===== src/rtl/bus_host_arbiter.sv =====
// Multi-host arbiter for the req/gnt/rvalid memory bus: fixed-priority or round-robin
// selection, stall lock, and an in-order ID FIFO that routes responses back to hosts.
module bus_host_arbiter #(
   parameter int NrHosts        = 3,
   parameter int DataWidth      = 32,
   parameter int AddrWidth      = 32,
   parameter int MaxOutstanding = 2,
   parameter bit RoundRobin     = 1'b0
) (
   input  logic                           clk_i,
   input  logic                           rst_i,
   input  logic [NrHosts-1:0]             host_req_i,
   input  logic [NrHosts-1:0]             host_we_i,
   input  logic [NrHosts*4-1:0]           host_be_i,
   input  logic [NrHosts*AddrWidth-1:0]   host_addr_i,
   input  logic [NrHosts*DataWidth-1:0]   host_wdata_i,
   output logic [NrHosts-1:0]             host_gnt_o,
   output logic [NrHosts-1:0]             host_rvalid_o,
   output logic [DataWidth-1:0]           host_rdata_o,
   output logic                           host_err_o,
   output logic                           dev_req_o,
   output logic                           dev_we_o,
   output logic [3:0]                     dev_be_o,
   output logic [AddrWidth-1:0]           dev_addr_o,
   output logic [DataWidth-1:0]           dev_wdata_o,
   input  logic                           dev_gnt_i,
   input  logic                           dev_rvalid_i,
   input  logic [DataWidth-1:0]           dev_rdata_i,
   input  logic                           dev_err_i,
   output logic                           resp_unexpected_o
);

   localparam int IdW  = (NrHosts > 1) ? $clog2(NrHosts) : 1;
   localparam int PtrW = (MaxOutstanding > 1) ? $clog2(MaxOutstanding) : 1;
   localparam int CntW = $clog2(MaxOutstanding + 1);

   logic [IdW-1:0]  sel;
   logic [IdW-1:0]  lock_id;
   logic [IdW-1:0]  rr_ptr;
   logic [IdW-1:0]  head;
   logic            lock_q;
   logic            lock_hit;
   logic            rr_found;
   int              rr_idx;
   logic            not_full;
   logic            fifo_empty;
   logic            accept;
   logic            pop;
   logic [IdW-1:0]  fifo_q [MaxOutstanding];
   logic [PtrW-1:0] wr_ptr;
   logic [PtrW-1:0] rd_ptr;
   logic [CntW-1:0] cnt;

   // A lock only holds while its host keeps requesting, so a dropped request frees the bus.
   assign lock_hit = lock_q & host_req_i[lock_id];

   always_comb begin
      sel      = '0;
      rr_found = 1'b0;
      rr_idx   = 0;
      if (lock_hit) begin
         sel = lock_id;
      end else if (!RoundRobin) begin
         for (int i = NrHosts - 1; i >= 0; i--) begin
            if (host_req_i[i]) sel = IdW'(i);
         end
      end else begin
         for (int k = 0; k < NrHosts; k++) begin
            rr_idx = (int'(rr_ptr) + k) % NrHosts;
            if (!rr_found && host_req_i[rr_idx]) begin
               sel      = IdW'(rr_idx);
               rr_found = 1'b1;
            end
         end
      end
   end

   // Full blocks requests even when a pop lands in the same cycle (no bypass path).
   assign not_full          = cnt < CntW'(MaxOutstanding);
   assign fifo_empty        = (cnt == '0);
   assign dev_req_o         = !rst_i & (|host_req_i) & not_full;
   assign accept            = dev_req_o & dev_gnt_i;
   assign pop               = !rst_i & dev_rvalid_i & !fifo_empty;
   assign resp_unexpected_o = !rst_i & dev_rvalid_i & fifo_empty;
   assign head              = fifo_q[rd_ptr];
   assign host_rdata_o      = dev_rdata_i;
   assign host_err_o        = dev_err_i;

   always_comb begin
      host_gnt_o    = '0;
      host_rvalid_o = '0;
      dev_we_o      = 1'b0;
      dev_be_o      = '0;
      dev_addr_o    = '0;
      dev_wdata_o   = '0;
      for (int i = 0; i < NrHosts; i++) begin
         if (sel == IdW'(i)) begin
            host_gnt_o[i] = accept;
            dev_we_o      = host_we_i[i];
            dev_be_o      = host_be_i[i*4 +: 4];
            dev_addr_o    = host_addr_i[i*AddrWidth +: AddrWidth];
            dev_wdata_o   = host_wdata_i[i*DataWidth +: DataWidth];
         end
         if (head == IdW'(i)) host_rvalid_o[i] = pop;
      end
   end

   always_ff @(posedge clk_i or posedge rst_i) begin
      if (rst_i) begin
         lock_q  <= 1'b0;
         lock_id <= '0;
         rr_ptr  <= '0;
         wr_ptr  <= '0;
         rd_ptr  <= '0;
         cnt     <= '0;
      end else begin
         lock_q <= dev_req_o & !dev_gnt_i;
         if (dev_req_o && !dev_gnt_i) lock_id <= sel;
         if (accept) begin
            rr_ptr <= (sel == IdW'(NrHosts - 1)) ? '0 : sel + 1'b1;
            wr_ptr <= (wr_ptr == PtrW'(MaxOutstanding - 1)) ? '0 : wr_ptr + 1'b1;
         end
         if (pop) rd_ptr <= (rd_ptr == PtrW'(MaxOutstanding - 1)) ? '0 : rd_ptr + 1'b1;
         case ({accept, pop})
            2'b10:   cnt <= cnt + 1'b1;
            2'b01:   cnt <= cnt - 1'b1;
            default: cnt <= cnt;
         endcase
      end
   end

   // Entries are only meaningful below cnt, so the storage needs no reset.
   always_ff @(posedge clk_i) begin
      if (accept) fifo_q[wr_ptr] <= sel;
   end

endmodule


===== config.mk =====
export PLATFORM = sky130hd
export DESIGN_NAME = bus_host_arbiter
export DESIGN_NICKNAME = d
export VERILOG_FILES = /design/src/rtl/bus_host_arbiter.sv
export SDC_FILE = /design/constraint.sdc
export NUM_CORES = 1
export LEC_CHECK = 0
export CAP_MARGIN = 20
export CELL_PAD_IN_SITES_DETAIL_PLACEMENT = 1
export CELL_PAD_IN_SITES_GLOBAL_PLACEMENT = 1
export CORE_MARGIN = 1
export CORE_UTILIZATION = 10
export DETAILED_ROUTE_END_ITERATION = 6
export PLACE_DENSITY_LB_ADDON = 0.1
export SYNTH_ARGS = -nofsm -noshare
export SYNTH_HDL_FRONTEND = slang
export SYNTH_SLANG_ARGS = --single-unit

===== constraint.sdc =====
create_clock -name clk_i -period 2.15 [get_ports clk_i]
set_input_delay 0.645 -clock clk_i [delete_from_list [all_inputs] [get_ports clk_i]]
set_output_delay 0.645 -clock clk_i [all_outputs]
set_load 0.1 [all_outputs]

==> out/qor.log <==
[drt] Antenna Nets Post-Route 0
[power_and_ir_drop] internal power of the cells 2571 µW
[clocking] root cell of the clock tree clkbuf_16
[floorplanning] area of the core 20430 µm²
[placement] gp weighted congestion 0.7738
[floorplanning] Site Rows 52
[clocking] CTS hold repair buffers 0
[critical_path] worst reg2reg setup slack 300 ps
[clocking] count of clock tree sinks 11
[timing] max-slew violation count 0
[timing] Slew @ Worst Pin 305.4 ps
[status] run status finished with violations
[global_routing] via count of the first global-routing pass 4676
[drt] First-pass DRT Iterations 4
[global_routing] maximum number of pins on one net before global-route repair 16
[power_and_ir_drop] fraction of power spent switching nets 53.13%
[run] number of max-cap violations 0
[logic_synthesis] leading post-synthesis cells by cell area a21oi_1 21%, nor2_1 14%, buf_4 12%
[critical_path] Critical Path Sink Type output port
[global_routing] number of antenna violations at the first check in global routing 0
[placement] dpl hpwl 13.55 mm
[timing] hold violation total from the final report 0
[clocking] clock-pin slew on the worst setup and hold paths 40 ps
[timing] final critical path time including I/O delays and setup 2600 ps
[worst_hold_path] WHS Path Cells 1
[floorplanning] Die Span Y 147.1 µm
[drt] count of unresolved DRC violations after routing 0
[power_and_ir_drop] Comb pwr share 86.9%
[clocking] H-tree depth 1
[critical_path] reg2reg path depth 7
[logic_synthesis] post-synth top area share 21.15%
[floorplanning] starting density of the core 10.31%
[critical_path] type of the worst setup path input pin to output port
[placement] number of buffers inserted by port buffering 290
[logic_synthesis] synthesized netlist cell count 368
[critical_path] CP required 1500 ps
[global_routing] global route total overflow 0
[logic_synthesis] Netlist Area Pre-Place 2106 µm²
[power_and_ir_drop] NetSw 2915 µW
[timing] worst-case hold slack 484.7 ps
[power_and_ir_drop] pwr dens 602.9 nW/µm²
[clocking] maximum buffer depth of the clock tree 2
[power_and_ir_drop] clock power share 6.1%
[timing] unrepaired setup endpoints after global routing true
[cells_and_area] fraction of layout cells with a size suffix above 1 58.74%
[logic_synthesis] Post-Synthesis Mean Instance Area 5.722 µm²
[worst_hold_path] type of the worst min-delay path flop to flop
[worst_hold_path] worst hold path endpoint wr_ptr$_DFFE_PP0N_
[floorplanning] die extent in x 147.1 µm
[floorplanning] io pins 357
[status] violated checks negative setup slack
[critical_path] largest fanout on the critical path 7
[timing] worst setup slack after layout -450.1 ps
[critical_path] end of the worst register-to-register path cnt[1]$_DFFE_PP0P_
[drt] detailed router's first-iteration violation count 78
[placement] worst slack after detailed placement -1015 ps
[drt] DR vias/cell 4.178
[timing] maximum clock frequency 384.6 MHz
[drt] Vias 3923
[timing] worst slew slack as a fraction of its limit 79.64%
[global_routing] global-route wire length before repair 27.27 mm
[clocking] number of buffers added by the clock tree synthesis step 3
[logic_synthesis] Seq/Total Area, Yosys 14.02%
[power_and_ir_drop] LEAKAGE 0.003232 µW
[logic_synthesis] number of warnings issued by yosys 0
[logic_synthesis] Post-Syn Nets 616
[power_and_ir_drop] part of the total power dissipated in sequential elements 7.0%
[logic_synthesis] leading area contributor after synthesis a21oi_1
[global_routing] Global Route Usage Sum 16.58%
[placement] post-detailed-placement cell area 7856 µm²
[worst_hold_path] Hold Path Origin wr_ptr$_DFFE_PP0N_
[clocking] clk_lat worst skew 240 ps
[floorplanning] Die Area 21640 µm²
[critical_path] kind of start point of the critical path input pin
[critical_path] worst flop-to-flop path startpoint cnt[1]$_DFFE_PP0P_
[timing] ratio of final minimum period to clock period 120.9%
[timing] final setup violating endpoints 73
[logic_synthesis] number of distinct library cells after synthesis 30
[logic_synthesis] #FFs+latches synth 11
[cells_and_area] final std cell area, no fill 9099 µm²
[clocking] TritonCTS clock tree yes
[cells_and_area] area growth from synthesis to layout 332.1%
[critical_path] Data arrival, critical path 1960 ps
[timing] Layout Skew 6.024 ps
[cells_and_area] number of nets in the finished design 918
[drt] Avg WL per Cell 19.65 µm
[cells_and_area] diodes inserted 0
[power_and_ir_drop] largest vdd supply drop 0.3678 mV
[drt] total length of routed wires 18.45 mm
[Yosys cell counts]
| cell type | n |
|---|---|
| clkbuf_1 | 5 |
| a21boi_1 | 1 |
| nor3_1 | 29 |
| inv_2 | 2 |
| a22oi_1 | 1 |
| a21bo_2 | 1 |
| nor2_1 | 78 |
| nand4b_1 | 1 |
| inv_1 | 4 |
| buf_1 | 4 |
| nand2_1 | 48 |
| o211ai_1 | 1 |
| and3_1 | 1 |
| o32a_1 | 1 |
| o22ai_1 | 24 |
| ha_1 | 1 |
| nand3_1 | 1 |
| a32oi_1 | 1 |
| dfrtp_1 | 7 |
| mux2_2 | 2 |
| a21oi_4 | 1 |
| and4b_1 | 1 |
| xnor2_1 | 4 |
| buf_2 | 20 |
| nand3_2 | 1 |
| buf_4 | 33 |
| xor2_1 | 1 |
| edfxtp_1 | 4 |
| a21oi_1 | 89 |
| nor4_1 | 1 |
[placed cells by master (no fill, tap or decap), types with 8 or more instances in the layout]
master / instances
a21oi_2: 38
a21oi_4: 51
buf_12: 100
buf_16: 17
buf_4: 16
buf_6: 8
clkbuf_16: 8
clkdlybuf4s50_1: 208
nand2_1: 34
nand2_2: 12
nor2_4: 74
nor3_4: 26
o22ai_4: 24
[worst max path at each step]
stage                       start               to
detailed placement  host_req_i[0]      dev_be_o[3]
global placement    host_req_i[0]    dev_addr_o[4]
finish              host_req_i[2]    dev_addr_o[4]
CTS                 host_req_i[2]  dev_wdata_o[17]
floorplan           host_req_i[1]    host_gnt_o[0]
global route        host_req_i[2]   dev_addr_o[21]
[flip-flops by register name (all words and copies together), names as in the netlist]
register / count
wr_ptr: 1
lock_id: 2
fifo_q: 4
cnt: 2
lock_q: 1
rd_ptr: 1
[routing by layer]
metal / vias up / routed length [µm] / global-route usage [%] / share of wire [%]
li1: 1855 / - / - / -
met1: 1847 / 6441 / 16.98 / 35
met2: 175 / 10090 / 32.64 / 55
met3: 46 / 1495 / 4.752 / 8.1
met4: 0 / 420 / 3.763 / 2.3
met5: - / 0 / 0 / 0
[power groups by stage]
| stage | clock, µW | sequential [µW] | combinational, µW |
|---|---|---|---|
| after global routing | 356 | 398 | 4940 |
| final | 336 | 383 | 4770 |
| after CTS | 344 | 384 | 4760 |
| after floorplan | 0 | 347 | 2950 |
| after global placement | 0 | 377 | 4300 |
| after detailed placement | 0 | 388 | 4330 |
[kinds of logic (layout without fill, tap and decap cells)]
kind of cell	after synthesis	count (layout)	synth area share [%]
AO/OA/AOI/OAI	120	120	31.49
XOR/XNOR	5	5	2.080
adder cells (fa/ha/maj)	1	1	0.5941
buffers and inverters	68	369	19.19
flip-flops	11	11	14.02
multiplexers	2	2	1.069
AND/OR/NAND/NOR	161	161	31.55
[critical path, stage by stage]
cell and delay [ps]:
buf_8 100, and4b_1 200, a21oi_4 150, buf_12 140, buf_12 150, buf_12 170
o22ai_4 90, nor2_4 110, buf_12 180
[metrics by stage]
step	TNS [ps]	utilization, %	cells	total power (µW)
2_1_floorplan	-44690	-	368	3300
3_3_place_gp	-65600	38.46	902	4676
3_5_place_dp	-70070	38.46	902	4719
4_1_cts	-32880	43.75	940	5483
5_1_grt	-33970	44.54	939	5697
6_report	-29240	44.54	939	5485
[final cells by class]
cell class                      instances  area, µm²
Inverter                                6      50.05
Multi-Input combinational cell        289       3376
Clock inverter                          1      5.005
Timing Repair inverter                  1      16.27
Clock buffer                            3      75.07
Tap cell                              270      337.8
Timing Repair Buffer                  358       4943
Fill cell                            2135      11330
Sequential cell                        11      295.3
[timing repair]
action | in CTS | in global routing
setup endpoints to repair | 81 | 76
resized for setup | 121 | 43
pin swaps | 22 | 36
buffers inserted | 18 | 0
cloned | 16 | 5
Note: power is estimated with default switching activity, not from simulation.
